<file path="config.mk">
export PLATFORM = sky130hd
export DESIGN_NAME = int_adder_arb_flat
export DESIGN_NICKNAME = d
export VERILOG_FILES = /design/src/rtl/int_adder_arb_pkg.sv /design/src/rtl/int_adder_arb_if.sv /design/src/rtl/int_adder_arb_adder.sv /design/src/rtl/int_adder_arb.sv /design/src/flat_wrapper.sv
export SDC_FILE = /design/constraint.sdc
export NUM_CORES = 1
export LEC_CHECK = 0
export ABC_CLOCK_PERIOD_IN_PS = 14100
export BUFFER_PORTS_ARGS = -buffer_cell sky130_fd_sc_hd__buf_4
export CAP_MARGIN = 20
export CORE_AREA = 2 2 122 124
export CTS_BUF_LIST = sky130_fd_sc_hd__clkbuf_4
export CTS_CLUSTER_DIAMETER = 80
export DETAILED_ROUTE_END_ITERATION = 10
export DIE_AREA = 0 0 124 126
export GPL_TIMING_DRIVEN = 0
export HOLD_SLACK_MARGIN = 0.08
export PLACE_DENSITY = 0.83
export SYNTH_ARGS = -nofsm -noshare
export SYNTH_HDL_FRONTEND = slang
export SYNTH_SLANG_ARGS = --single-unit
</file>
<file path="constraint.sdc">
create_clock -name clk -period 14.1 [get_ports clk]
set_input_delay 2.115 -clock clk [delete_from_list [all_inputs] [get_ports clk]]
set_output_delay 2.115 -clock clk [all_outputs]
set_load 0.02 [all_outputs]
</file>
<file path="src/rtl/int_adder_arb_pkg.sv">
// Shared types for the integer adder arbiter: FSM encoding and the requester-id width helper.
package int_alu_pkg;

  typedef enum logic {
    ST_IDLE = 1'b0,
    ST_LOCK = 1'b1
  } state_e;

  function automatic int id_width(input int n);
    return (n <= 2) ? 1 : $clog2(n);
  endfunction

endpackage

</file>
<file path="src/rtl/int_adder_arb_if.sv">
// Requester beats in, response beats out; master = clients/downstream, slave = the arbiter.
interface int_adder_arb_if #(
  parameter int DATA_WIDTH = 32,
  parameter int NUM_REQ    = 4
);
  localparam int ID_W = int_alu_pkg::id_width(NUM_REQ);

  logic [NUM_REQ-1:0]                 req_valid;
  logic [NUM_REQ-1:0]                 req_ready;
  logic [NUM_REQ-1:0]                 req_last;
  logic [NUM_REQ-1:0]                 req_cin;
  logic [NUM_REQ-1:0][DATA_WIDTH-1:0] req_a;
  logic [NUM_REQ-1:0][DATA_WIDTH-1:0] req_b;
  logic                               rsp_valid;
  logic                               rsp_ready;
  logic [ID_W-1:0]                    rsp_id;
  logic [DATA_WIDTH-1:0]              rsp_sum;
  logic                               rsp_cout;
  logic                               rsp_last;

  modport master (
    output req_valid, req_last, req_cin, req_a, req_b, rsp_ready,
    input  req_ready, rsp_valid, rsp_id, rsp_sum, rsp_cout, rsp_last
  );

  modport slave (
    input  req_valid, req_last, req_cin, req_a, req_b, rsp_ready,
    output req_ready, rsp_valid, rsp_id, rsp_sum, rsp_cout, rsp_last
  );
endinterface

</file>
<file path="src/rtl/int_adder_arb_adder.sv">
// Registered adder with enable; its output registers double as the response sum/carry.
module int_adder #(
  parameter int DATA_WIDTH = 32
) (
  input  logic                  clk,
  input  logic                  rst_n,
  input  logic                  en,
  input  logic [DATA_WIDTH-1:0] a,
  input  logic [DATA_WIDTH-1:0] b,
  input  logic                  cin,
  output logic [DATA_WIDTH-1:0] sum,
  output logic                  cout
);
  logic [DATA_WIDTH:0] full;

  assign full = {1'b0, a} + {1'b0, b} + {{DATA_WIDTH{1'b0}}, cin};

  always_ff @(posedge clk or negedge rst_n) begin
    if (!rst_n) begin
      sum  <= '0;
      cout <= 1'b0;
    end else if (en) begin
      sum  <= full[DATA_WIDTH-1:0];
      cout <= full[DATA_WIDTH];
    end
  end
endmodule

</file>
<file path="src/rtl/int_adder_arb.sv">
// Round-robin sharing of one registered adder among NUM_REQ clients, with grant locking
// across multi-beat transactions and carry chained from one beat to the next.
module int_adder_arb
  import int_alu_pkg::*;
#(
  parameter int DATA_WIDTH = 32,
  parameter int NUM_REQ    = 4
) (
  input logic            clk,
  input logic            rst_n,
  int_adder_arb_if.slave bus
);
  localparam int ID_W = id_width(NUM_REQ);

  state_e                state;
  logic [ID_W-1:0]       rr_ptr, owner, grant, rsp_id_q, cand;
  logic [NUM_REQ-1:0]    ready_vec;
  logic                  found, slot_free, accept, cin_sel, beat_last;
  logic                  rsp_valid_q, rsp_last_q, cout_q;
  logic [DATA_WIDTH-1:0] sum_q;

  function automatic logic [ID_W-1:0] wrap_inc(input logic [ID_W-1:0] x);
    return (x == ID_W'(NUM_REQ-1)) ? '0 : x + 1'b1;
  endfunction

  assign slot_free = !rsp_valid_q || bus.rsp_ready;

  // Only IDLE looks at valid; in LOCK the owner keeps ready even while it idles.
  always_comb begin
    grant = owner;
    found = 1'b1;
    cand  = '0;
    if (state == ST_IDLE) begin
      grant = '0;
      found = 1'b0;
      for (int k = 0; k < NUM_REQ; k++) begin
        cand = ID_W'((int'(rr_ptr) + k) % NUM_REQ);
        if (!found && bus.req_valid[cand]) begin
          found = 1'b1;
          grant = cand;
        end
      end
    end
  end

  for (genvar i = 0; i < NUM_REQ; i++) begin : g_rdy
    assign ready_vec[i] = rst_n && slot_free && found && (grant == ID_W'(i));
  end

  assign bus.req_ready = ready_vec;
  assign accept        = |(bus.req_valid & ready_vec);
  assign beat_last     = bus.req_last[grant];
  // The adder's carry register holds the previous beat's carry-out: it is the chain carry.
  assign cin_sel       = (state == ST_LOCK) ? cout_q : bus.req_cin[grant];

  int_adder #(.DATA_WIDTH(DATA_WIDTH)) i_int_adder (
    .clk  (clk),
    .rst_n(rst_n),
    .en   (accept),
    .a    (bus.req_a[grant]),
    .b    (bus.req_b[grant]),
    .cin  (cin_sel),
    .sum  (sum_q),
    .cout (cout_q)
  );

  always_ff @(posedge clk or negedge rst_n) begin
    if (!rst_n) begin
      state       <= ST_IDLE;
      rr_ptr      <= '0;
      owner       <= '0;
      rsp_valid_q <= 1'b0;
      rsp_id_q    <= '0;
      rsp_last_q  <= 1'b0;
    end else begin
      if (accept) begin
        rsp_valid_q <= 1'b1;
        rsp_id_q    <= grant;
        rsp_last_q  <= beat_last;
      end else if (bus.rsp_ready) begin
        rsp_valid_q <= 1'b0;
      end
      if (accept) begin
        case (state)
          ST_IDLE: begin
            if (beat_last) begin
              rr_ptr <= wrap_inc(grant);
            end else begin
              state <= ST_LOCK;
              owner <= grant;
            end
          end
          ST_LOCK: begin
            if (beat_last) begin
              state  <= ST_IDLE;
              rr_ptr <= wrap_inc(owner);
            end
          end
        endcase
      end
    end
  end

  assign bus.rsp_valid = rsp_valid_q;
  assign bus.rsp_id    = rsp_id_q;
  assign bus.rsp_last  = rsp_last_q;
  assign bus.rsp_sum   = sum_q;
  assign bus.rsp_cout  = cout_q;
endmodule
</file>
<file path="src/flat_wrapper.sv">
// flat-port wrapper written by rule: the top's interface ports become plain ports
module int_adder_arb_flat import int_alu_pkg::*;
#(
  parameter int DATA_WIDTH = 32,
  parameter int NUM_REQ    = 4
)
  (clk, rst_n, bus_req_valid, bus_req_last, bus_req_cin, bus_req_a, bus_req_b, bus_rsp_ready, bus_req_ready, bus_rsp_valid, bus_rsp_id, bus_rsp_sum, bus_rsp_cout, bus_rsp_last);
  int_adder_arb_if #(.DATA_WIDTH(DATA_WIDTH), .NUM_REQ(NUM_REQ)) bus_i ();
  input logic clk;
  input logic rst_n;
  input wire logic [$bits(bus_i.req_valid)-1:0] bus_req_valid;
  input wire logic [$bits(bus_i.req_last)-1:0] bus_req_last;
  input wire logic [$bits(bus_i.req_cin)-1:0] bus_req_cin;
  input wire logic [$bits(bus_i.req_a)-1:0] bus_req_a;
  input wire logic [$bits(bus_i.req_b)-1:0] bus_req_b;
  input wire logic [$bits(bus_i.rsp_ready)-1:0] bus_rsp_ready;
  output wire logic [$bits(bus_i.req_ready)-1:0] bus_req_ready;
  output wire logic [$bits(bus_i.rsp_valid)-1:0] bus_rsp_valid;
  output wire logic [$bits(bus_i.rsp_id)-1:0] bus_rsp_id;
  output wire logic [$bits(bus_i.rsp_sum)-1:0] bus_rsp_sum;
  output wire logic [$bits(bus_i.rsp_cout)-1:0] bus_rsp_cout;
  output wire logic [$bits(bus_i.rsp_last)-1:0] bus_rsp_last;
  assign bus_i.req_valid = bus_req_valid;
  assign bus_i.req_last = bus_req_last;
  assign bus_i.req_cin = bus_req_cin;
  assign bus_i.req_a = bus_req_a;
  assign bus_i.req_b = bus_req_b;
  assign bus_i.rsp_ready = bus_rsp_ready;
  assign bus_req_ready = bus_i.req_ready;
  assign bus_rsp_valid = bus_i.rsp_valid;
  assign bus_rsp_id = bus_i.rsp_id;
  assign bus_rsp_sum = bus_i.rsp_sum;
  assign bus_rsp_cout = bus_i.rsp_cout;
  assign bus_rsp_last = bus_i.rsp_last;
  int_adder_arb #(.DATA_WIDTH(DATA_WIDTH), .NUM_REQ(NUM_REQ)) u_core (.clk(clk), .rst_n(rst_n), .bus(bus_i));
endmodule
</file>
* Yosys cells after proc, flatten, opt, wreduce, memory -nomap -nowiden
Index checks and enable logic that the tools add are counted.
Widths: inputs -> output; s select.
** Storage, ports and cells
- Flip-flop bits (word level) :: 42
- Latch bits :: 0
- Memory bits (writable) :: 0
- Memory bits (read-only) :: 0
- Bits of input ports :: 271
- Word-level logic and storage cells :: 86
- Memories kept :: 0
** Operators by class
- Add/subtract/negate cells :: 7
- $mul :: 0
- Divide/modulo/power cells :: 0
- Magnitude comparators :: 5
- Equality and inequality tests :: 6
- Shifts and indexed selects :: 0
- Muxes and demuxes :: 38
- Bitwise logic cells :: 3
- Reduce and logical (&&, ||, !) cells :: 19
** Operator list (number)
- $bmux 32 s2 :: 2
- $mux 32 :: 2
- $add 32x32->33 :: 1
- $add 33x1->33 :: 1
- $mux 1 :: 18
- $mux 2 :: 9
- $lt 2x3->1 const B :: 5
- $bmux 1 s2 :: 6
- $logic_and 1x1->1 :: 9
- $add 2x1->2 const B :: 3
- $eq 2x2->1 const B :: 3
- $reduce_and 3->1 :: 2
- $add 2x2->2 const B :: 2
- $and 4x4->4 :: 1
- $logic_not 1->1 :: 4
- $pmux 2 s2 :: 1
- $reduce_or 4->1 :: 1
- $eq 2x1->1 const B :: 1
- $logic_not 2->1 :: 1
- $ne 2x1->1 const B :: 1
- $ne 2x2->1 const B :: 1
- $not 1->1 :: 2
- $reduce_bool 2->1 :: 1
- $logic_or 1x1->1 :: 1

* Longest topological paths before layout
- Depth after elaboration :: 21
- Gate-level depth with buffers :: 24

* Cells and area by module
From an unflattened synthesis, not the netlist that was laid out.
** Unflattened totals
- Cells, all modules :: 905
- Area, all modules :: 5999.5 um2
** Modules (own cells, without submodules)
- int_adder :: instances 1, cells each 384, area an instance 3234.4 um2
- int_adder_arb :: instances 1, cells each 521, area an instance 2765.2 um2

* Worst setup path before layout
Ideal clock, no wire load.
- Path type :: input-to-reg
- From :: input bus_req_valid[1]
- To :: register u_core.i_int_adder.sum[20]
- Library setup time :: 0.129 ns
- Arrival time :: 6.054 ns
- Data required time :: 13.971 ns
- Path slack :: 7.917 ns
- Cell stages on the path :: 24
- Cell sequence :: buf_2 -> inv_1 -> nand2_1 -> a21oi_1 -> o22ai_1 -> o21ai_1 -> inv_2 -> buf_2 -> buf_2 -> nand2_1 -> nand2_1 -> o21ai_0 -> fa_1 -> inv_1 -> fa_1 -> a21o_1 -> a21o_4 -> a2111oi_4 -> o21bai_1 -> a31oi_1 -> a21oi_1 -> a41oi_2 -> xor2_1 -> o21ai_1
** Between the ends
- Cells in the longest elaborated chain, start to end :: 20
** RTL lines
- start: declaration :: RTL line flat_wrapper.sv:11 : input wire logic [$bits(bus_i.req_valid)-1:0] bus_req_valid;
- $bmux 1 s2 :: RTL line int_adder_arb.sv:38 : if (!found && bus.req_valid[cand]) begin
- $mux 1 (implied by the code) :: RTL line int_adder_arb.sv:38
- $mux 1 :: RTL line int_adder_arb.sv:38
- $mux 1 :: RTL line int_adder_arb.sv:33 : if (state == ST_IDLE) begin
- $logic_not 1->1 :: RTL line int_adder_arb.sv:38
- $logic_and 1x1->1 :: RTL line int_adder_arb.sv:38
- $mux 1 :: RTL line int_adder_arb.sv:38
- $mux 1 :: RTL line int_adder_arb.sv:33
- (+4 left out)
- $logic_not 1->1 :: RTL line int_adder_arb.sv:38
- $logic_and 1x1->1 :: RTL line int_adder_arb.sv:38
- $mux 2 / $mux 1 (equally long branches) :: RTL line int_adder_arb.sv:38
- $mux 2 / $mux 1 (equally long branches) :: RTL line int_adder_arb.sv:33
- $bmux 32 s2 (tied with other cells) :: RTL line int_adder_arb.sv:60 : .a (bus.req_a[grant]),
- $mux 32 (implied by the code) (tied with other cells) :: RTL line int_adder_arb.sv:60
- $add 32x32->33 (tied with other cells) :: RTL line int_adder_arb_adder.sv:16 : assign full = {1'b0, a} + {1'b0, b} + {{DATA_WIDTH{1'b0}}, cin};
- $add 33x1->33 / $reduce_or 4->1 (equally long branches) :: RTL line int_adder_arb_adder.sv:16, int_adder_arb.sv:51
- end signal: assignment :: RTL line int_adder_arb_adder.sv:23 : sum <= full[DATA_WIDTH-1:0];
- end: declaration :: RTL line int_adder_arb_adder.sv:11 : output logic [DATA_WIDTH-1:0] sum,
Several ways; a longest one is shown, not always the timed one. The select of a mux whose other input is x is not followed.
A chain may end at the register's enable or synchronous reset.

* Final worst setup path
- From :: input bus_req_valid[1]
- To :: output bus_req_ready[3]
** Between the ends
- Cells in the longest elaborated chain, start to end :: 18
** RTL lines
- $bmux 1 s2 :: RTL line int_adder_arb.sv:38
- $mux 1 (implied by the code) :: RTL line int_adder_arb.sv:38
- $mux 1 :: RTL line int_adder_arb.sv:38
- $mux 1 :: RTL line int_adder_arb.sv:33
- $logic_not 1->1 :: RTL line int_adder_arb.sv:38
- $logic_and 1x1->1 :: RTL line int_adder_arb.sv:38
- $mux 1 :: RTL line int_adder_arb.sv:38
- $mux 1 :: RTL line int_adder_arb.sv:33
- (+3 left out)
- $mux 1 :: RTL line int_adder_arb.sv:33
- $logic_not 1->1 :: RTL line int_adder_arb.sv:38
- $logic_and 1x1->1 :: RTL line int_adder_arb.sv:38
- $mux 2 (*) :: RTL line int_adder_arb.sv:38
- $mux 2 (*) :: RTL line int_adder_arb.sv:33
- named net u_core.grant[1] :: RTL line int_adder_arb.sv:16 : logic [ID_W-1:0] rr_ptr, owner, grant, rsp_id_q, cand;
- $eq 2x2->1 (*) :: RTL line int_adder_arb.sv:47 : assign ready_vec[i] = rst_n && slot_free && found && (grant == ID_W'(i));
- $logic_and 1x1->1 (*) :: RTL line int_adder_arb.sv:47
- end: declaration :: RTL line flat_wrapper.sv:17 : output wire logic [$bits(bus_i.req_ready)-1:0] bus_req_ready;
The timed path passes the listed nets; every way through them passes the cells marked *. The select of a mux whose other input is x is not followed.

==> results.md <==
- Post-DRT Antenna Nets: 0
- DIE AREA: ~16000 µm²
- # hold bufs at CTS: 0
- Worst skew pair latency: 0.35 ns
- Synth Net Count: between 1000 and 1500
- Max Clock Skew: 0.01011 ns
- Ys flop type: dfrtp_1
- PostCTS Resize Cnt: 0
- Slew @ Worst Pin: 1.145 ns
- Max-slew violations: 0
- Synth area leaders: nand2_1 (21%), dfrtp_1 (19%), ha_1 (8.0%)
- Fin. Hold Viols: 0
- First-pass detailed-route iteration total: 5
- Initial Util: 0.3911
- Total clock buffers created by CTS: 5
- First-pass GRT wire length: about 34000 µm
- Post-Synthesis Cells: 864
- Critical path class: in2out
- Reg-to-Reg End: u_core.i_int_adder.cout
- Total GRT Usage: 0.2667
- Layout cell share with drive strength beyond 1: 0.2941
- WHS: 0.4921 ns
- Setup TNS: 0 ns
- Post-CTS Setup Bufs: 0
- # DRC: 0
- CP endpoint kind: primary output
- Synth area leader: nand2_1
- P per Cell Area: roughly 320 nW/µm²
- DR vias: just over 7000
- Most frequent cells in the layout: nand2_1 (319), buf_4 (309), a31oi_1 (68)
- Max-Cap Viols: 0
- Grt total ovfl: 0
- RSZ-0062 raised after global routing: no
- R2r worst-path depth: 24
- Routed wire per std cell: ~16 µm
- Status: complete, no violations
- Via density: about 5.3
- Vias in the first global route: a little under 7000
- Synth async-reset ratio: 1.000
- Filler Cells Inserted: 1448
- Pwr Total: between 0.002 and 0.003 W
- Dpl hpwl: between 15000 and 20000 µm
- Largest net degree at the start of global routing: between 40 and 50
- Yosys Warn Count: 0
- Initial antenna violation count: 1
- Arrival time worst endpoint: between 5 and 6 ns
- Crit path capture: bus_req_ready[3]
- Clock sink count: 42
- Post-Syn Area per Cell: around 6.5 µm²
- Max clock buf depth: 2
- Die width: about 120 µm
- Top cell type's share of synthesized area: 0.2139
- Worst slew margin: 0.2317
- RR Startpoint: u_core.rr_ptr[1]
- Seq/Total Area, Yosys: 0.1878
- Min-Delay Path Class: reg2reg
- Cell variety after synth: 62
- Worst path required time: approximately 12 ns
- Area grow syn2layout: 46.94%
- Wirelength, routed: roughly 21000 µm
- Die Span Y: 126 µm
- Top Ports: ~310
- Commonest non-fill, non-tap cell in the layout: nand2_1
- Setup crit start: bus_req_valid[1]
- EDFF count, synth: 0
- Site Rows: between 40 and 50
- Maximum operating frequency: between 100 and 150 MHz
- Setup violations, final: 0
- Port-buffer cells: a little over 300
- Clock root cell: clkbuf_4
- Core Area: between 10000 and 15000 µm²
- VDD IR-drop max: between 0.1 and 0.15 mV
- Post-Syn Area: between 5000 and 6000 µm²
- Leakage power: about 4.2 nW
- CTS tree: built
- Final core occ: 0.5747
- Fin crit period: 7.249 ns
- Final GP Congestion: just over 0.9
- Fin crit share: 0.5141
- Clock transition at path regs: roughly 0.12 ns
- Seq cells post-synth: between 40 and 50
- Critical path fanouts, max: 11
- Nets: 1488
- CP Launch Type: input pin
- Htree depth: 2
- Iter 0 DRT Violations: around 430
- Reg2Reg Setup Slack: 8.27 ns
power breakdown:
group	switching (W)	leakage, nW	internal (W)	total, W
logic	0.00137	3.66	0.000949	0.00232
registers	0.0000316	0.517	0.000183	0.000214
clock network	0.0000390	0.0463	0.0000415	0.0000805
total	0.00144	4.22	0.00117	0.00262
synth_stat cells, types with 2 or more instances:
master / number
a211oi_1: 8
a21boi_0: 3
a21o_1: 11
a21oi_1: 30
a221oi_1: 5
a22oi_1: 2
a31o_2: 2
a31oi_1: 68
and2_1: 9
and3_1: 66
buf_1: 4
buf_2: 10
clkbuf_1: 45
dfrtp_1: 42
fa_1: 2
ha_1: 36
inv_1: 10
inv_2: 2
mux2_2: 2
mux2_4: 3
mux2i_1: 2
nand2_1: 319
nand2b_1: 8
nand3_1: 7
nand4_1: 4
nor2_1: 22
nor2b_1: 7
nor3_1: 9
nor3b_1: 2
nor4_1: 2
o211ai_1: 3
o21a_1: 6
o21ai_0: 45
o21ai_1: 8
o21bai_1: 4
o31a_1: 2
o31ai_1: 3
or3_1: 3
xnor2_1: 14
xor2_1: 12
state kept, by name, indices dropped and copies added (netlist names):
name                     cells
u_core.owner                 2
u_core.i_int_adder.cout      1
u_core.i_int_adder.sum      32
u_core.bus.rsp_valid         1
u_core.bus.rsp_id            2
u_core.bus.rsp_last          1
u_core.rr_ptr                2
u_core.state                 1
per-stage QoR:
step | area, µm² | setup slack, ns | instances
6_report | 8225 | 6.851 | 1365
5_1_grt | 8225 | 6.545 | 1365
4_1_cts | 8223 | 6.950 | 1364
3_5_place_dp | 8140 | 6.580 | 1356
3_3_place_gp | 8140 | 6.596 | 1356
2_1_floorplan | 5598 | 7.917 | 864
how the worst min path moves through the flow:
stage / slack, ns / cells past startpoint / startpoint / to
after CTS: 0.50 / 2 / u_core.i_int_adder.sum[10] / u_core.i_int_adder.sum[10]
final: 0.49 / 2 / u_core.i_int_adder.sum[22] / u_core.i_int_adder.sum[22]
after floorplan: 0.53 / 1 / u_core.owner[0] / u_core.owner[0]
after detailed placement: 0.47 / 2 / u_core.i_int_adder.sum[10] / u_core.i_int_adder.sum[10]
after global placement: 0.46 / 2 / u_core.i_int_adder.sum[27] / u_core.i_int_adder.sum[27]
after global routing: 0.52 / 2 / u_core.i_int_adder.sum[17] / u_core.i_int_adder.sum[17]
layout make-up:
cell class	count	area, µm²	area share
diodes	1	2.502	0.0003042
plain buffers	60	241.5	0.02936
clock buffers	7	52.55	0.006389
clock inverters	1	30.03	0.003651
inverters	12	45.04	0.005476
multi-input cells	750	4260	0.5179
flip-flops and latches	42	1051	0.1278
well taps	184	230.2	0.02799
repair buffers	308	2312	0.2811
worst max-delay path, stage by stage:
cell,delay (ns)
buf_2,0.16
inv_1,0.09
nand2_1,0.05
a21oi_1,0.14
o22ai_1,0.15
o21ai_1,0.92
buf_2,0.48
buf_1,0.45
ha_1,0.30
and2_1,0.15
buf_4,0.14
routing by layer:
layer / global-route usage / up-vias / wire length (µm)
met5: 0 / - / 0
met4: 0.08526 / 0 / 669
met3: 0.03351 / 39 / 1515
met2: 0.4622 / 297 / 10240
met1: 0.3411 / 3273 / 8972
li1: - / 3647 / -
logic make-up (layout without fill, tap and decap cells):
| group | count (synthesis) | after routing | synth area share |
|---|---|---|---|
| xor gates and xnor gates | 26 | 26 | 0.04068 |
| other | 0 | 1 | 0 |
| buffers and inverters | 72 | 388 | 0.05119 |
| muxes | 7 | 7 | 0.01565 |
| AOI/OAI and AO/OA | 213 | 213 | 0.2461 |
| and+or+nand+nor | 466 | 466 | 0.3710 |
| adders and majority gates | 38 | 38 | 0.08762 |
| DFF | 42 | 42 | 0.1878 |
Note: power is estimated with default switching activity, not from simulation.
